**src/rtl/vga_scan_gen.sv**
```systemverilog
// vga_scan_gen: raster initiator for the drawing objects.
// It scans the frame and publishes pxl_x/pxl_y to every object.
// It delays the raw sync/blank timing by the objects' pipeline latency.
// It then registers the final colour, sync and blank onto the VGA connector.
module vga_scan_gen #(
    parameter int          H_ACTIVE = 640,
    parameter int          H_FP     = 16,
    parameter int          H_SYNC   = 96,
    parameter int          H_BP     = 48,
    parameter int          V_ACTIVE = 480,
    parameter int          V_FP     = 10,
    parameter int          V_SYNC   = 2,
    parameter int          V_BP     = 33,
    parameter int          PIPE_LAT = 2,
    parameter logic [11:0] BG_RGB   = 12'h000,
    localparam int         H_TOT    = H_ACTIVE + H_FP + H_SYNC + H_BP,
    localparam int         V_TOT    = V_ACTIVE + V_FP + V_SYNC + V_BP,
    localparam int         X_W      = (H_TOT > 1) ? $clog2(H_TOT) : 1,
    localparam int         Y_W      = (V_TOT > 1) ? $clog2(V_TOT) : 1
) (
    input  logic           clk,
    input  logic           reset,
    output logic [X_W-1:0] pxl_x,
    output logic [Y_W-1:0] pxl_y,
    input  logic           obj_drawing,
    input  logic [3:0]     obj_r,
    input  logic [3:0]     obj_g,
    input  logic [3:0]     obj_b,
    output logic [3:0]     vga_r,
    output logic [3:0]     vga_g,
    output logic [3:0]     vga_b,
    output logic           vga_hs,
    output logic           vga_vs,
    output logic           vga_blank,
    output logic           frame_start,
    output logic [15:0]    frame_cnt
);

    logic [X_W-1:0]      h_cnt;
    logic [Y_W-1:0]      v_cnt;
    int                  h_int;
    int                  v_int;
    logic                h_last;
    logic                v_last;
    logic                act_raw;
    logic                hs_raw_n;
    logic                vs_raw_n;
    logic [PIPE_LAT-1:0] act_pipe;
    logic [PIPE_LAT-1:0] hs_pipe;
    logic [PIPE_LAT-1:0] vs_pipe;
    logic                act_d;
    logic [11:0]         pix_rgb;

    // Counters are compared as full ints so the sync window end cannot be truncated.
    assign h_int  = int'(h_cnt);
    assign v_int  = int'(v_cnt);
    assign h_last = (h_int == H_TOT - 1);
    assign v_last = (v_int == V_TOT - 1);

    // Raw, undelayed timing for the pixel currently being offered to the objects.
    assign act_raw  = (h_int < H_ACTIVE) && (v_int < V_ACTIVE);
    assign hs_raw_n = !((h_int >= H_ACTIVE + H_FP) && (h_int < H_ACTIVE + H_FP + H_SYNC));
    assign vs_raw_n = !((v_int >= V_ACTIVE + V_FP) && (v_int < V_ACTIVE + V_FP + V_SYNC));

    assign pxl_x = h_cnt;
    assign pxl_y = v_cnt;
    assign act_d = act_pipe[PIPE_LAT-1];

    // Column counter wraps each line and steps the line counter, which wraps each frame.
    always_ff @(posedge clk or posedge reset) begin
        if (reset) begin
            h_cnt <= '0;
            v_cnt <= '0;
        end else if (h_last) begin
            h_cnt <= '0;
            v_cnt <= v_last ? '0 : v_cnt + 1'b1;
        end else begin
            h_cnt <= h_cnt + 1'b1;
        end
    end

    // Delay line whose last stage lines up with the objects' obj_* answer.
    always_ff @(posedge clk or posedge reset) begin
        if (reset) begin
            act_pipe <= '0;
            hs_pipe  <= '1;
            vs_pipe  <= '1;
        end else begin
            act_pipe[0] <= act_raw;
            hs_pipe[0]  <= hs_raw_n;
            vs_pipe[0]  <= vs_raw_n;
            for (int i = 1; i < PIPE_LAT; i++) begin
                act_pipe[i] <= act_pipe[i-1];
                hs_pipe[i]  <= hs_pipe[i-1];
                vs_pipe[i]  <= vs_pipe[i-1];
            end
        end
    end

    // Colour choice: object colour, background, or black outside the visible area.
    always_comb begin
        pix_rgb = 12'h000;
        if (act_d) begin
            pix_rgb = obj_drawing ? {obj_r, obj_g, obj_b} : BG_RGB;
        end
    end

    // Output register: colour, sync and blank all leave on the same edge.
    always_ff @(posedge clk or posedge reset) begin
        if (reset) begin
            vga_r     <= 4'h0;
            vga_g     <= 4'h0;
            vga_b     <= 4'h0;
            vga_hs    <= 1'b1;
            vga_vs    <= 1'b1;
            vga_blank <= 1'b1;
        end else begin
            vga_r     <= pix_rgb[11:8];
            vga_g     <= pix_rgb[7:4];
            vga_b     <= pix_rgb[3:0];
            vga_hs    <= hs_pipe[PIPE_LAT-1];
            vga_vs    <= vs_pipe[PIPE_LAT-1];
            vga_blank <= !act_d;
        end
    end

    // Frame marker rises together with the (0,0) scan position; the first frame after reset is not counted.
    always_ff @(posedge clk or posedge reset) begin
        if (reset) begin
            frame_start <= 1'b0;
            frame_cnt   <= 16'h0000;
        end else begin
            frame_start <= h_last && v_last;
            if (h_last && v_last) begin
                frame_cnt <= frame_cnt + 16'd1;
            end
        end
    end

endmodule

```
**config.mk**
```make
export PLATFORM = sky130hd
export DESIGN_NAME = vga_scan_gen
export DESIGN_NICKNAME = d
export VERILOG_FILES = /design/src/rtl/vga_scan_gen.sv
export SDC_FILE = /design/constraint.sdc
export NUM_CORES = 1
export LEC_CHECK = 0
export BUFFER_PORTS_ARGS = -buffer_cell sky130_fd_sc_hd__buf_2
export CAP_MARGIN = 40
export CELL_PAD_IN_SITES_DETAIL_PLACEMENT = 0
export CELL_PAD_IN_SITES_GLOBAL_PLACEMENT = 1
export CORE_AREA = 2 2 104 76
export DETAILED_ROUTE_END_ITERATION = 8
export DIE_AREA = 0 0 106 78
export PLACE_DENSITY = 0.68
export SYNTH_ARGS = -nofsm -noshare
export SYNTH_HDL_FRONTEND = slang
export SYNTH_SLANG_ARGS = --single-unit
export TNS_END_PERCENT = 10
```
**constraint.sdc**
```tcl
create_clock -name clk -period 1.9 [get_ports clk]
set_input_delay 0.285 -clock clk [delete_from_list [all_inputs] [get_ports clk]]
set_output_delay 0.285 -clock clk [all_outputs]
set_load 0.01 [all_outputs]
```
==> results.sh <==
export IMPL_status="finished, final reports clean"
export IMPL_detail_route_iter0_violations=75
export IMPL_synth_largest_area_cell="dfrtp_1"
export IMPL_yosys_warnings=0
export IMPL_hold_end="vga_r[2]"
export IMPL_drt_wl_total_mm=5.410
export IMPL_hpwl_mm=3.778
export IMPL_synth_edf_count=0
export IMPL_fin_crit_ns=1.796
export IMPL_grt_overflow=0
export IMPL_nFillCells=696
export IMPL_gr_usage_met3_pct=4.706
export IMPL_netlist_area_leader_share_pct=51.28
export IMPL_crit_type="flop to flop"
export IMPL_cts_made_buffers=9
export IMPL_hold_start="obj_r[2]"
export IMPL_synth_most_common_cell="dfrtp_1"
export IMPL_port_buffers=66
export IMPL_die_h_um=78
export IMPL_ir_worst_vdd_v=0.0002463
export IMPL_crit_path_max_fanout=18
export IMPL_period_share_pct=94.52
export IMPL_timing_fmax_mhz=556.8
export IMPL_use_met2_pct=20.65
export IMPL_ys_ff_latch=58
export IMPL_critical_path_max_stage_delay_ns=0.37
export IMPL_cp_required_ns=2.16
export IMPL_post_cts_buffers=0
export IMPL_slowest_stage="dfrtp_1"
export IMPL_cp_cell_sequence="inv_1 > ha_1 > and4bb_2 > nand4_1 > buf_4 > nor4_2 > xor2_1"
export IMPL_ant_nets=0
export IMPL_p_switching_mw=0.5234
export IMPL_drv_slew=0
export IMPL_die_area_um2=8268
export IMPL_drcViolationCount=0
export IMPL_start_kind="flop"
export IMPL_avgSynthCellArea_um2=11.79
export IMPL_setup_viol=0
export IMPL_timing_rr_start="pxl_y[0]"
export IMPL_vias=1897
export IMPL_track_usage_pct=14.30
export IMPL_initial_core_util_pct=34.62
export IMPL_layout_nets=324
export IMPL_reg2reg_to="frame_cnt[7]"
export IMPL_grt_pass1_wl_mm=9.052
export IMPL_htree_levels=3
export IMPL_relSlewSlack_pct=69.13
export IMPL_rsz0062_at_grt="true"
export IMPL_power_density_nw_per_um2=720.1
export IMPL_clockBufferDepth=2
export IMPL_path_delay_family="simple AND/OR/NAND/NOR gates"
export IMPL_drt_vias_per_instance=4.661
export IMPL_synth_seq_area_share_pct=58.67
export IMPL_combPwrFrac_pct=3.1
export IMPL_grt_most_used_layer="met2"
export IMPL_syn_inst=211
export IMPL_hold_ws_ns=0.1927
export IMPL_critPathArrivalTime_ns=2.06
export IMPL_r2r_cells=7
export IMPL_use_met1_pct=19.53
export IMPL_async_flop_share_pct=100.0
export IMPL_finalHoldViolCount=0
export IMPL_hold_depth=2
export IMPL_synthTopCellsByCount="dfrtp_1, xor2_1, and3_1, nand2_1, nand3_1"
export IMPL_swShare_pct=21.78
export IMPL_wire_per_inst_um=13.29
export IMPL_internal_power_mw=1.880
export IMPL_seq_area_um2=1461
export IMPL_setup_tns_ns=0
export IMPL_syn_nets=231
export IMPL_rows=26
export IMPL_synth_area_leaders="dfrtp_1, dfstp_2, xor2_1"
export IMPL_clockRootBuffer="clkbuf_8"
export IMPL_place_ws_ns=0.03960
export IMPL_tightest_slew_ns=0.4623
export IMPL_n_antenna_cell=0
export IMPL_synth_flop_cell="dfrtp_1"
export IMPL_worst_path_buf_inv=2
export IMPL_hold_path_class="input port to flop"
export IMPL_io_pins=67
export IMPL_clk_pin_slew_ns=0.06
export IMPL_core_area_um2=7189
export IMPL_fin_worst_skew_ns=0.006771
export IMPL_syn2layout_area_growth_pct=34.14
export IMPL_grt_pass1_vias=1860
export IMPL_clock_sinks=58
export IMPL_p_leak_nw=1.747
export IMPL_synthesis_area_um2=2489
export IMPL_setup_ws_ns=0.1041
export IMPL_postLayoutCoreUtil_pct=46.43
export IMPL_multi_input_area_um2=1003
export IMPL_ys_types=34
export IMPL_r2r_setup_slack_ns=0.10
export IMPL_drt_pre_antenna_iters=4
export IMPL_antenna_found_initial=0
export IMPL_clkPwrFrac_pct=44.8
export IMPL_p_seq_share_pct=52.0
export IMPL_routabilityCongestion=0.7774
export IMPL_drive_above_1_share_pct=40.78
export IMPL_crit_path_end_kind="flop"
export IMPL_clk_latency_ns=0.33
export IMPL_tritoncts="built"
export IMPL_maxCapViolCount=0
export IMPL_die_x_um=106
export IMPL_grt_max_degree=40
==> cell usage in the layout (no fill, tap or decap), types with 2 or more instances in the layout <==
master / instances
buf_4: 20
o21ai_0: 5
xnor2_1: 8
nand2_1: 14
and2_1: 3
or3_1: 3
nor4_1: 2
nand3_1: 11
ha_1: 4
xor2_1: 20
nor2_1: 7
clkinv_2: 2
clkbuf_8: 9
buf_12: 2
nand4_1: 7
nor4_2: 7
dfstp_2: 7
nor3_1: 10
clkinvlp_4: 2
dfrtp_1: 50
inv_1: 8
clkbuf_1: 2
buf_2: 66
and3_1: 19
==> power by group through the flow <==
stage / logic (mW) / registers (mW) / clock network, mW
3_3_place_gp: 0.0764 / 1.27 / 0
6_report: 0.0749 / 1.25 / 1.08
3_5_place_dp: 0.0764 / 1.27 / 0
2_1_floorplan: 0.0281 / 1.28 / 0
4_1_cts: 0.0782 / 1.25 / 1.12
5_1_grt: 0.0853 / 1.25 / 1.19
==> worst max-delay path by stage <==
stage / start / cells after the start / slack, ns / end
6_report: pxl_y[0] / 7 / 0.10 / frame_cnt[7]
5_1_grt: pxl_x[6] / 5 / -0.005 / pxl_y[4]
4_1_cts: pxl_x[6] / 5 / 0.02 / frame_cnt[8]
3_5_place_dp: pxl_x[6] / 5 / 0.04 / frame_cnt[8]
3_3_place_gp: pxl_x[6] / 5 / 0.12 / frame_cnt[15]
2_1_floorplan: pxl_x[7] / 7 / 0.002 / frame_cnt[5]
==> layout make-up <==
type                       instances  area share [%]
tap                               98           3.673
clock inverter                     5           1.649
multi-input combinational        137           30.06
clock buffer                      11           3.936
inverter                           9           1.012
sequential                        58           43.78
timing repair buffer              89           15.89
==> cell families after synthesis <==
family | count (synthesis) | share of synthesized area (%)
mux | 2 | 0.8547
xor+xnor | 28 | 9.854
compound gates | 9 | 2.212
flops | 58 | 58.67
simple gates | 93 | 22.52
buf+inv | 16 | 3.368
fa+ha+maj | 5 | 2.514
==> sequential cells by signal, summed over array words and instances (netlist names), 2 cells and up <==
register	flops
hs_pipe	2
vga_g	4
frame_cnt	16
act_pipe	2
pxl_y	10
vs_pipe	2
vga_b	4
vga_r	4
pxl_x	10
==> stage by stage <==
stage,cell area [um2],std cells,total power [mW]
floorplan,2502,211,1.310
global placement,3093,390,1.350
detailed placement,3093,390,1.350
CTS,3289,407,2.450
global route,3338,407,2.523
finish,3338,407,2.404
==> routing by layer <==
layer	vias up	share of wire (%)
met5	-	0
met1	906	49
li1	923	-
met4	0	1.7
met2	59	44
met3	9	5.3
==> timing repair <==
action                                 in CTS  in global routing
setup endpoints to repair                   0                  8
endpoints found under the hold margin      19                  0
hold buffers                                1                  0
gates resized for setup                     0                  8
(Power assumes the default switching activity.)
